`config.mk`:
```
export PLATFORM = sky130hd
export DESIGN_NAME = instr_fetch
export DESIGN_NICKNAME = d
export VERILOG_FILES = /design/src/rtl/instr_fetch.sv
export SDC_FILE = /design/constraint.sdc
export NUM_CORES = 1
export LEC_CHECK = 0
export ABC_AREA = 1
export BUFFER_PORTS_ARGS = -buffer_cell sky130_fd_sc_hd__buf_2
export CORE_ASPECT_RATIO = 1.5
export CORE_UTILIZATION = 40
export CTS_CLUSTER_DIAMETER = 120
export DETAILED_ROUTE_END_ITERATION = 6
export PLACE_DENSITY = 0.63
export SYNTH_ARGS = -nofsm -noshare
export SYNTH_HDL_FRONTEND = slang
export SYNTH_SLANG_ARGS = --single-unit
```
`constraint.sdc`:
```
create_clock -name clk -period 3.6 [get_ports clk]
set_input_delay 0.18 -clock clk [delete_from_list [all_inputs] [get_ports clk]]
set_output_delay 0.18 -clock clk [all_outputs]
set_load 0.03 [all_outputs]
```
`src/rtl/instr_fetch.sv`:
```
`default_nettype none
// +----------------------------------------------------------------------------+
// | instr_fetch                                                                |
// | Fetch front end: ROM address generation, PC tracking, 2-entry instruction  |
// | buffer with valid/ready to decode, redirect flush of in-flight reads.      |
// | Optional build macro: FETCH_PERF_EN (adds perf_fetched / perf_stall).      |
// | Revision: 1.0 - initial release                                            |
// +----------------------------------------------------------------------------+
module instr_fetch #(
  parameter int          ADDR_W   = 14,
  parameter logic [31:0] RESET_PC = 32'h0000_0000
) (
  input  logic              clk,
  input  logic              rst_n,
  input  logic              fetch_en,
  output logic [ADDR_W-1:0] rom_addr,
  input  logic [31:0]       rom_data,
  output logic              instr_valid,
  input  logic              instr_ready,
  output logic [31:0]       instr,
  output logic [31:0]       instr_pc,
  input  logic              redirect_valid,
  input  logic [31:0]       redirect_pc,
  output logic              fetch_err
`ifdef FETCH_PERF_EN
  ,
  output logic [31:0]       perf_fetched,
  output logic [31:0]       perf_stall
`endif
);

  localparam logic [31:0] c_PC_STEP = 32'd4;

  logic [31:0] r_pc;
  logic        r_inflight;
  logic [31:0] r_inflight_pc;
  logic [31:0] r_fifo_pc    [2];
  logic [31:0] r_fifo_instr [2];
  logic        r_rd_ptr;
  logic        r_wr_ptr;
  logic [1:0]  r_count;
  logic        r_err;

  logic        w_pop;
  logic        w_push;
  logic        w_issue;
  logic [2:0]  w_occupancy;

  assign instr_valid = (r_count != 2'd0);
  assign w_pop       = instr_valid & instr_ready;
  assign w_push      = r_inflight & ~redirect_valid;

  // Slots committed after this edge: buffered words plus the returning read, minus the pop.
  assign w_occupancy = {1'b0, r_count} + {2'b00, r_inflight} - {2'b00, w_pop};
  assign w_issue     = fetch_en & ~r_err & ~redirect_valid & (w_occupancy < 3'd2);

  assign rom_addr  = r_pc[ADDR_W-1:0];
  assign fetch_err = r_err;
  assign instr     = instr_valid ? r_fifo_instr[r_rd_ptr] : 32'h0;
  assign instr_pc  = instr_valid ? r_fifo_pc[r_rd_ptr]    : 32'h0;

  always_ff @(posedge clk or negedge rst_n) begin
    if (!rst_n) begin
      r_pc          <= RESET_PC;
      r_inflight    <= 1'b0;
      r_inflight_pc <= 32'h0;
      r_count       <= 2'd0;
      r_rd_ptr      <= 1'b0;
      r_wr_ptr      <= 1'b0;
      r_err         <= 1'b0;
    end else if (redirect_valid) begin
      // Flush everything; the popped word of this cycle is already owned by decode.
      r_pc       <= redirect_pc;
      r_err      <= |redirect_pc[1:0];
      r_inflight <= 1'b0;
      r_count    <= 2'd0;
      r_rd_ptr   <= 1'b0;
      r_wr_ptr   <= 1'b0;
    end else begin
      r_inflight <= w_issue;
      if (w_issue) begin
        r_inflight_pc <= r_pc;
        r_pc          <= r_pc + c_PC_STEP;
      end
      r_count <= r_count + {1'b0, w_push} - {1'b0, w_pop};
      if (w_push) r_wr_ptr <= ~r_wr_ptr;
      if (w_pop)  r_rd_ptr <= ~r_rd_ptr;
    end
  end

  always_ff @(posedge clk) begin
    if (w_push) begin
      r_fifo_pc[r_wr_ptr]    <= r_inflight_pc;
      r_fifo_instr[r_wr_ptr] <= rom_data;
    end
  end

`ifdef FETCH_PERF_EN
  always_ff @(posedge clk or negedge rst_n) begin
    if (!rst_n) begin
      perf_fetched <= 32'h0;
      perf_stall   <= 32'h0;
    end else begin
      if (w_pop)
        perf_fetched <= perf_fetched + 32'd1;
      if (instr_valid & ~instr_ready & ~redirect_valid)
        perf_stall <= perf_stall + 32'd1;
    end
  end
`endif

endmodule
`default_nettype wire

```
==> results.py, run 1 <==
metrics = {
    "status": {
        "status": "completed",
    },
    "timing": {
        "post-route-min-period_ns": 2.62,
        "max_clock_freq_ghz": 0.382,
        "finalCritPeriodShare_pct": 72.8,
        "hold_violations": 0,
        "worstMarginPinSlew_ns": 1.04,
        "rsz0062_at_grt": "false",
        "setup_viol": 0,
        "finalSetupTns_ns": 0,
        "drv_slew": 0,
        "fin_skew_ns": 0.0123,
        "max_slew_margin_pct": 30.5,
    },
    "route": {
        "wl_um": 20500,
        "routed_via_density": 4.79,
        "first_pass_iters": 5,
        "route.detailed.drc": 0,
        "drt_iter0_drc": 329,
        "wire_per_inst_um": 15.1,
        "vias": 6521,
        "ant_nets": 0,
    },
    "critical_path": {
        "cp.required_ns": 3.91,
        "path_class": "flip-flop to flip-flop",
        "arrival_ns": 2.93,
        "cp_max_fo": 30,
        "cp-end-kind": "flip-flop",
        "startpoint_type": "flip-flop",
    },
    "pwr": {
        "switching_share_pct": 34.4,
        "switchingPower_mw": 2.29,
        "ir_drop_mv": 0.347,
        "powerDensity_nw_per_um2": 623,
        "leakagePower_nw": 4.66,
        "power.share.sequential_pct": 47.0,
        "p_int_mw": 4.35,
        "combPwrFrac_pct": 24.4,
        "pwr-share-clk_pct": 28.5,
        "total_power_mw": 6.64,
    },
    "global_routing": {
        "grt_pass1_wl_um": 31900,
        "grt_pass1_vias": 6483,
        "grt_usage_pct": 18.7,
        "grt-ovfl-total": 0,
        "antenna_found_initial": 0,
        "grt_max_degree": 65,
    },
    "logic_synthesis": {
        "synth.avg_cell_area_sq_um": 9.53,
        "synth_nets": 990,
        "netlist.area_leader.share_pct": 44.0,
        "synth_seq_cells": 198,
        "synth_cells": 917,
        "synth_cell_type_count": 26,
        "synth_top_flop_cell": "edfxtp_1",
        "ys_seq_area_share_pct": 64.0,
        "synth.yosys.warnings": 0,
        "synth.most_common_cell": "nand2_1",
        "yosys.area.top_type": "edfxtp_1",
        "async_flop_share_pct": 35.4,
        "synth_area_leaders": "edfxtp_1 44%, dfrtp_1 20%, nand2_1 13%, nor2_1 4.1%, a21oi_1 3.7%",
        "synth_edf_count": 128,
        "netlist_area_sq_um": 8740,
        "synth_common_cells": "305 x nand2_1, 128 x edfxtp_1, 95 x nor2_1",
    },
    "floorplan": {
        "rows": 65,
        "initial_core_util_pct": 41.2,
        "dieArea_sq_um": 22500,
        "pin_count": 149,
        "core_area_sq_um": 21200,
        "die_w_um": 123,
        "die_h_um": 183,
    },
    "place": {
        "gp_congestion": 0.877,
        "portBuffers": 148,
        "hpwl_um": 13600,
    },
    "clocking": {
        "clkTransAtPathRegs_ns": 0.08,
        "clock_latency_ns": 0.42,
        "clockRootBuffer": "clkbuf_16",
        "clock_path_buffers": 2,
        "cts_buffers": 17,
        "h-tree-depth": 4,
        "cts_sinks": 198,
        "cts_tree": "done",
    },
    "run": {
        "drv_cap": 0,
    },
    "final_layout": {
        "drive_gt1_share_pct": 19.3,
        "area_growth_pct": 21.9,
        "finish.net_count": 1153,
        "antennaDiodeCount": 0,
    },
    "hold_path": {
        "hold_class": "input pin to flip-flop",
    },
}
## cells by family after synthesis
kind of cell / after synthesis / share of synthesized area (%)
and+or+nand+nor: 479 / 22.1
adders and majority gates: 4 / 0.658
xor gates and xnor gates: 2 / 0.200
DFF: 198 / 64.0
AOI/OAI and AO/OA: 106 / 6.30
buffers and inverters: 128 / 6.70
## cells in the final DEF (no fill, tap or decap), drive strengths merged
master       netlist  routed
nand3             63      63
fa                 1       1
or2                2       2
xor2               1       1
nand2            310     310
nor3               1       1
inv               74      81
dfrtp             70      70
and2               1       1
buf               44     158
a21oi             65      65
o211ai             8       8
dlygate4sd3        0      40
o21ai             33      33
clkbuf            10      22
clkinv             0       3
nor2             102     102
edfxtp           128     128
xnor2              1       1
ha                 3       3
## state kept, by name, summed over array words and instances, names as in the netlist
name	count
r_inflight	1
r_rd_ptr	1
r_pc	32
r_fifo_pc	64
r_inflight_pc	32
r_wr_ptr	1
fetch_err	1
r_fifo_instr	64
r_count	2
## power by group through the flow
| stage | sequential [mW] | combinational (mW) | clock (mW) |
|---|---|---|---|
| 2_1_floorplan | 3.07 | 1.20 | 0 |
| 3_3_place_gp | 3.15 | 1.59 | 0 |
| 3_5_place_dp | 3.17 | 1.61 | 0 |
| 4_1_cts | 3.13 | 1.66 | 1.93 |
| 5_1_grt | 3.17 | 1.83 | 2.01 |
| 6_report | 3.12 | 1.62 | 1.89 |
## metrics by stage
| step | area (sq um) | utilization [%] | worst slack (ns) | hold slack [ns] | cells |
|---|---|---|---|---|---|
| after CTS | 10700 | 50.2 | 0.970 | 0.00403 | 1361 |
| final | 10700 | 50.2 | 0.980 | 0.00766 | 1361 |
| after detailed placement | 9660 | 45.5 | 1.01 | 0.372 | 1289 |
| after global placement | 9660 | 45.5 | 1.05 | 0.369 | 1289 |
| after floorplan | 8750 | - | 0.974 | -0.116 | 917 |
| after global routing | 10700 | 50.2 | 0.647 | 0.0170 | 1361 |
## cell type report
class	count	area [sq um]
Sequential cell	198	5600
Timing Repair Buffer	198	1270
Clock inverter	10	77.6
Fill cell	1996	10600
Multi-Input combinational cell	591	2590
Clock buffer	22	518
Inverter	74	278
Tap cell	268	335
## worst paths after layout
check | from | end | slack (ns) | cells after the start
setup / recovery | r_count[1]$_DFF_PN0_ | r_pc[2]$_DFFE_PN0P_ | 0.98 | 15
hold / removal | redirect_pc[6] | r_pc[6]$_DFFE_PN0P_ | 0.008 | 3
setup reg to reg | r_count[1]$_DFF_PN0_ | r_pc[2]$_DFFE_PN0P_ | 0.98 | 15
hold reg to reg | r_inflight_pc[11]$_DFFE_PN0P_ | r_fifo_pc[1][11]$_DFFE_PP_ | 0.47 | 0
max in group asynchronous | rst_n | r_rd_ptr$_DFFE_PN0P_ | 2.39 | 3
min in group asynchronous | rst_n | r_pc[1]$_DFFE_PN0P_ | 0.47 | 2
## routing by layer
layer / vias up / global-route usage (%) / wire length [um]
met1: 3025 / 21.2 / 8470
met5: - / 0 / 0
met4: 0 / 9.02 / 628
li1: 3305 / - / -
met2: 151 / 33.9 / 10600
met3: 40 / 2.55 / 764
## what timing repair did
| action | in CTS | in global routing |
|---|---|---|
| buffers inserted | 0 | 0 |
| hold endpoints to repair | 111 | 0 |
| resized for setup | 0 | 0 |
| hold buffers | 40 | 0 |
| setup endpoints to repair | 0 | 0 |
## critical path: stages, from the launching register on
cell	delay, ns
dfrtp_1	0.51
nor2_4	0.05
inv_1	0.07
nand2_1	0.07
inv_1	0.08
nand2_1	0.06
o21ai_0	0.07
nand2_1	0.08
fa_1	0.50
nand2_1	0.05
nor2_1	0.12
nand2_2	0.10
inv_2	0.44
nand2_1	0.14
nand3_1	0.10
nand2_1	0.05
(Power assumes the default switching activity.)
==> run 2: changes to the inputs <==
clock period = 2.2 ns   (was 3.6 ns; I/O delays follow)
==> results.py, run 2 (same netlist as run 1, synthesis figures left out) <==
metrics = {
    "clocking": {
        "clockRootBuffer": "clkbuf_16",
        "cts_buffers": 17,
        "cts_tree": "done",
        "cts_sinks": 198,
        "clock_latency_ns": 0.42,
        "clock_path_buffers": 2,
        "h-tree-depth": 4,
        "clkTransAtPathRegs_ns": 0.07,
    },
    "final_layout": {
        "finish.net_count": 1194,
        "largestRegisters": "r_fifo_instr (64), r_fifo_pc (64)",
        "area_growth_pct": 31.2,
        "nFillCells": 1876,
        "utilization_pct": 54.0,
        "drive_gt1_share_pct": 25.5,
        "final_cell_mix": "296 x nand2_1, 148 x buf_2, 128 x edfxtp_1",
        "fin_cells": 1402,
        "antennaDiodeCount": 0,
        "layout_commonest_cell": "nand2_1",
    },
    "global_routing": {
        "grt-ovfl-total": 0,
        "grt_max_degree": 71,
        "antenna_found_initial": 0,
        "grt_pass1_wl_um": 32100,
        "grt_pass1_vias": 6474,
        "grt_usage_pct": 18.8,
    },
    "critical_path": {
        "crit_top_cell": "nand2_2",
        "startpoint_type": "flip-flop",
        "slowest_stage": "fa_1",
        "arrival_ns": 2.56,
        "max_stage_delay_ns": 0.52,
        "cp_max_fo": 8,
        "rrSetupSlack_ns": -0.06,
        "cp-end-kind": "flip-flop",
        "path_class": "flip-flop to flip-flop",
        "crit_chain": "nor2_4, inv_2, nand2_2, inv_2, nand2_2, o21ai_2, nand2_1, fa_1, nand2_2, nor2_4, nand2_8, clkbuf_16, nand3_2, nand2_1, inv_1, nand3_1",
        "cp.required_ns": 2.50,
    },
    "place": {
        "dp_cells": 1302,
        "portBuffers": 148,
        "gp_congestion": 0.869,
        "hpwl_um": 13500,
    },
    "route": {
        "wire_per_inst_um": 15.1,
        "route.detailed.drc": 0,
        "drt_iter0_drc": 437,
        "first_pass_iters": 7,
        "wl_um": 21100,
        "vias": 6831,
        "ant_nets": 0,
        "routed_via_density": 4.87,
    },
    "run": {
        "drv_cap": 0,
    },
    "hold_path": {
        "hold_class": "input pin to flip-flop",
    },
    "timing": {
        "fin_skew_ns": 0.0128,
        "setup_slack_ns": -0.0556,
        "hold_violations": 0,
        "max_slew_margin_pct": 51.4,
        "finalCritPeriodShare_pct": 103,
        "worstMarginPinSlew_ns": 0.729,
        "max_clock_freq_ghz": 0.443,
        "setup_viol": 19,
        "post-route-min-period_ns": 2.26,
        "rsz0062_at_grt": "true",
        "drv_slew": 0,
    },
    "floorplan": {
        "rows": 65,
        "initial_core_util_pct": 41.2,
        "die_h_um": 183,
        "pin_count": 149,
        "die_w_um": 123,
        "dieArea_sq_um": 22500,
        "core_area_sq_um": 21200,
    },
    "pwr": {
        "powerDensity_nw_per_um2": 976,
        "leakagePower_nw": 4.94,
        "total_power_mw": 11.2,
        "ir_drop_mv": 0.554,
    },
    "status": {
        "status": "finished, violations left",
        "violations": "setup timing",
    },
}
run 2: cell count changes in the layout (fill, tap and decap cells not counted), moves of 8 or more:
| cell | delta |
|---|---|
| nand3_1 | -26 |
| nand3_2 | +23 |
| dlygate4sd3_1 | +19 |
| nor2_1 | -14 |
| inv_1 | -8 |
| nand2_1 | -8 |
run 2: per-stage QoR:
step                      cell area (sq um)  hold slack [ns]  setup TNS, ns  worst slack (ns)
after floorplan                        8760           -0.186         -45.25            -0.357
after global placement                 9830            0.164        -0.0424           -0.0291
after detailed placement               9830            0.164         -0.827           -0.0909
after CTS                             11000          0.00683         -0.785           -0.0497
after global routing                  11500           0.0317          -7.62            -0.193
final                                 11500           0.0279         -0.590           -0.0556
run 2: layer usage:
layer / part of all wire, % / track usage [%]
met2: 52 / 33.8
met5: 0 / 0
met3: 4.0 / 2.58
met4: 3.0 / 7.51
met1: 41 / 22.1
run 2: power by group:
| part | internal, mW | leakage (nW) | switching (mW) |
|---|---|---|---|
| combinational | 0.968 | 2.65 | 2.01 |
| clock | 1.75 | 0.287 | 1.32 |
| sequential | 4.66 | 2.01 | 0.482 |
| total | 7.37 | 4.94 | 3.82 |
run 2: layout make-up:
class	instances	area, sq um	share of cell area [%]
flip-flops and latches	198	5600	48.8
repair buffers	238	1790	15.6
inverters	74	288	2.51
well taps	268	335	2.92
clock inverters	11	124	1.08
multi-input cells	592	2870	25.0
clock buffers	21	462	4.02
run 2: path summary, 6_finish.rpt:
| kind | from | endpoint | depth (start not counted) |
|---|---|---|---|
| max | r_count[0]$_DFF_PN0_ | r_pc[25]$_DFFE_PN0P_ | 16 |
| min | redirect_pc[22] | r_pc[22]$_DFFE_PN0P_ | 5 |
| max reg2reg | r_count[0]$_DFF_PN0_ | r_pc[25]$_DFFE_PN0P_ | 16 |
| min reg2reg | r_inflight_pc[11]$_DFFE_PN0P_ | r_fifo_pc[1][11]$_DFFE_PP_ | 0 |
| max in group asynchronous | rst_n | r_rd_ptr$_DFFE_PN0P_ | 3 |
| min in group asynchronous | rst_n | r_pc[5]$_DFFE_PN0P_ | 3 |
run 2: timing repair:
| item | 4_1_cts | 5_1_grt |
|---|---|---|
| endpoints found under the setup margin | 55 | 61 |
| endpoints found under the hold margin | 161 | 0 |
| gates resized for setup | 6 | 79 |
| pin swaps | 1 | 24 |
| gates cloned | 1 | 6 |
| setup buffers | 0 | 2 |
| hold buffers | 59 | 0 |
run 2: worst max-delay path, delay by kind of cell (launching register included):
kind / cells / cell delay (ns)
AND/OR/NAND/NOR: 10 / 0.76
adder cells (fa/ha/maj): 1 / 0.52
buffers and inverters: 4 / 0.38
AO/OA/AOI/OAI: 1 / 0.05
flip-flops: 1 / 0.41
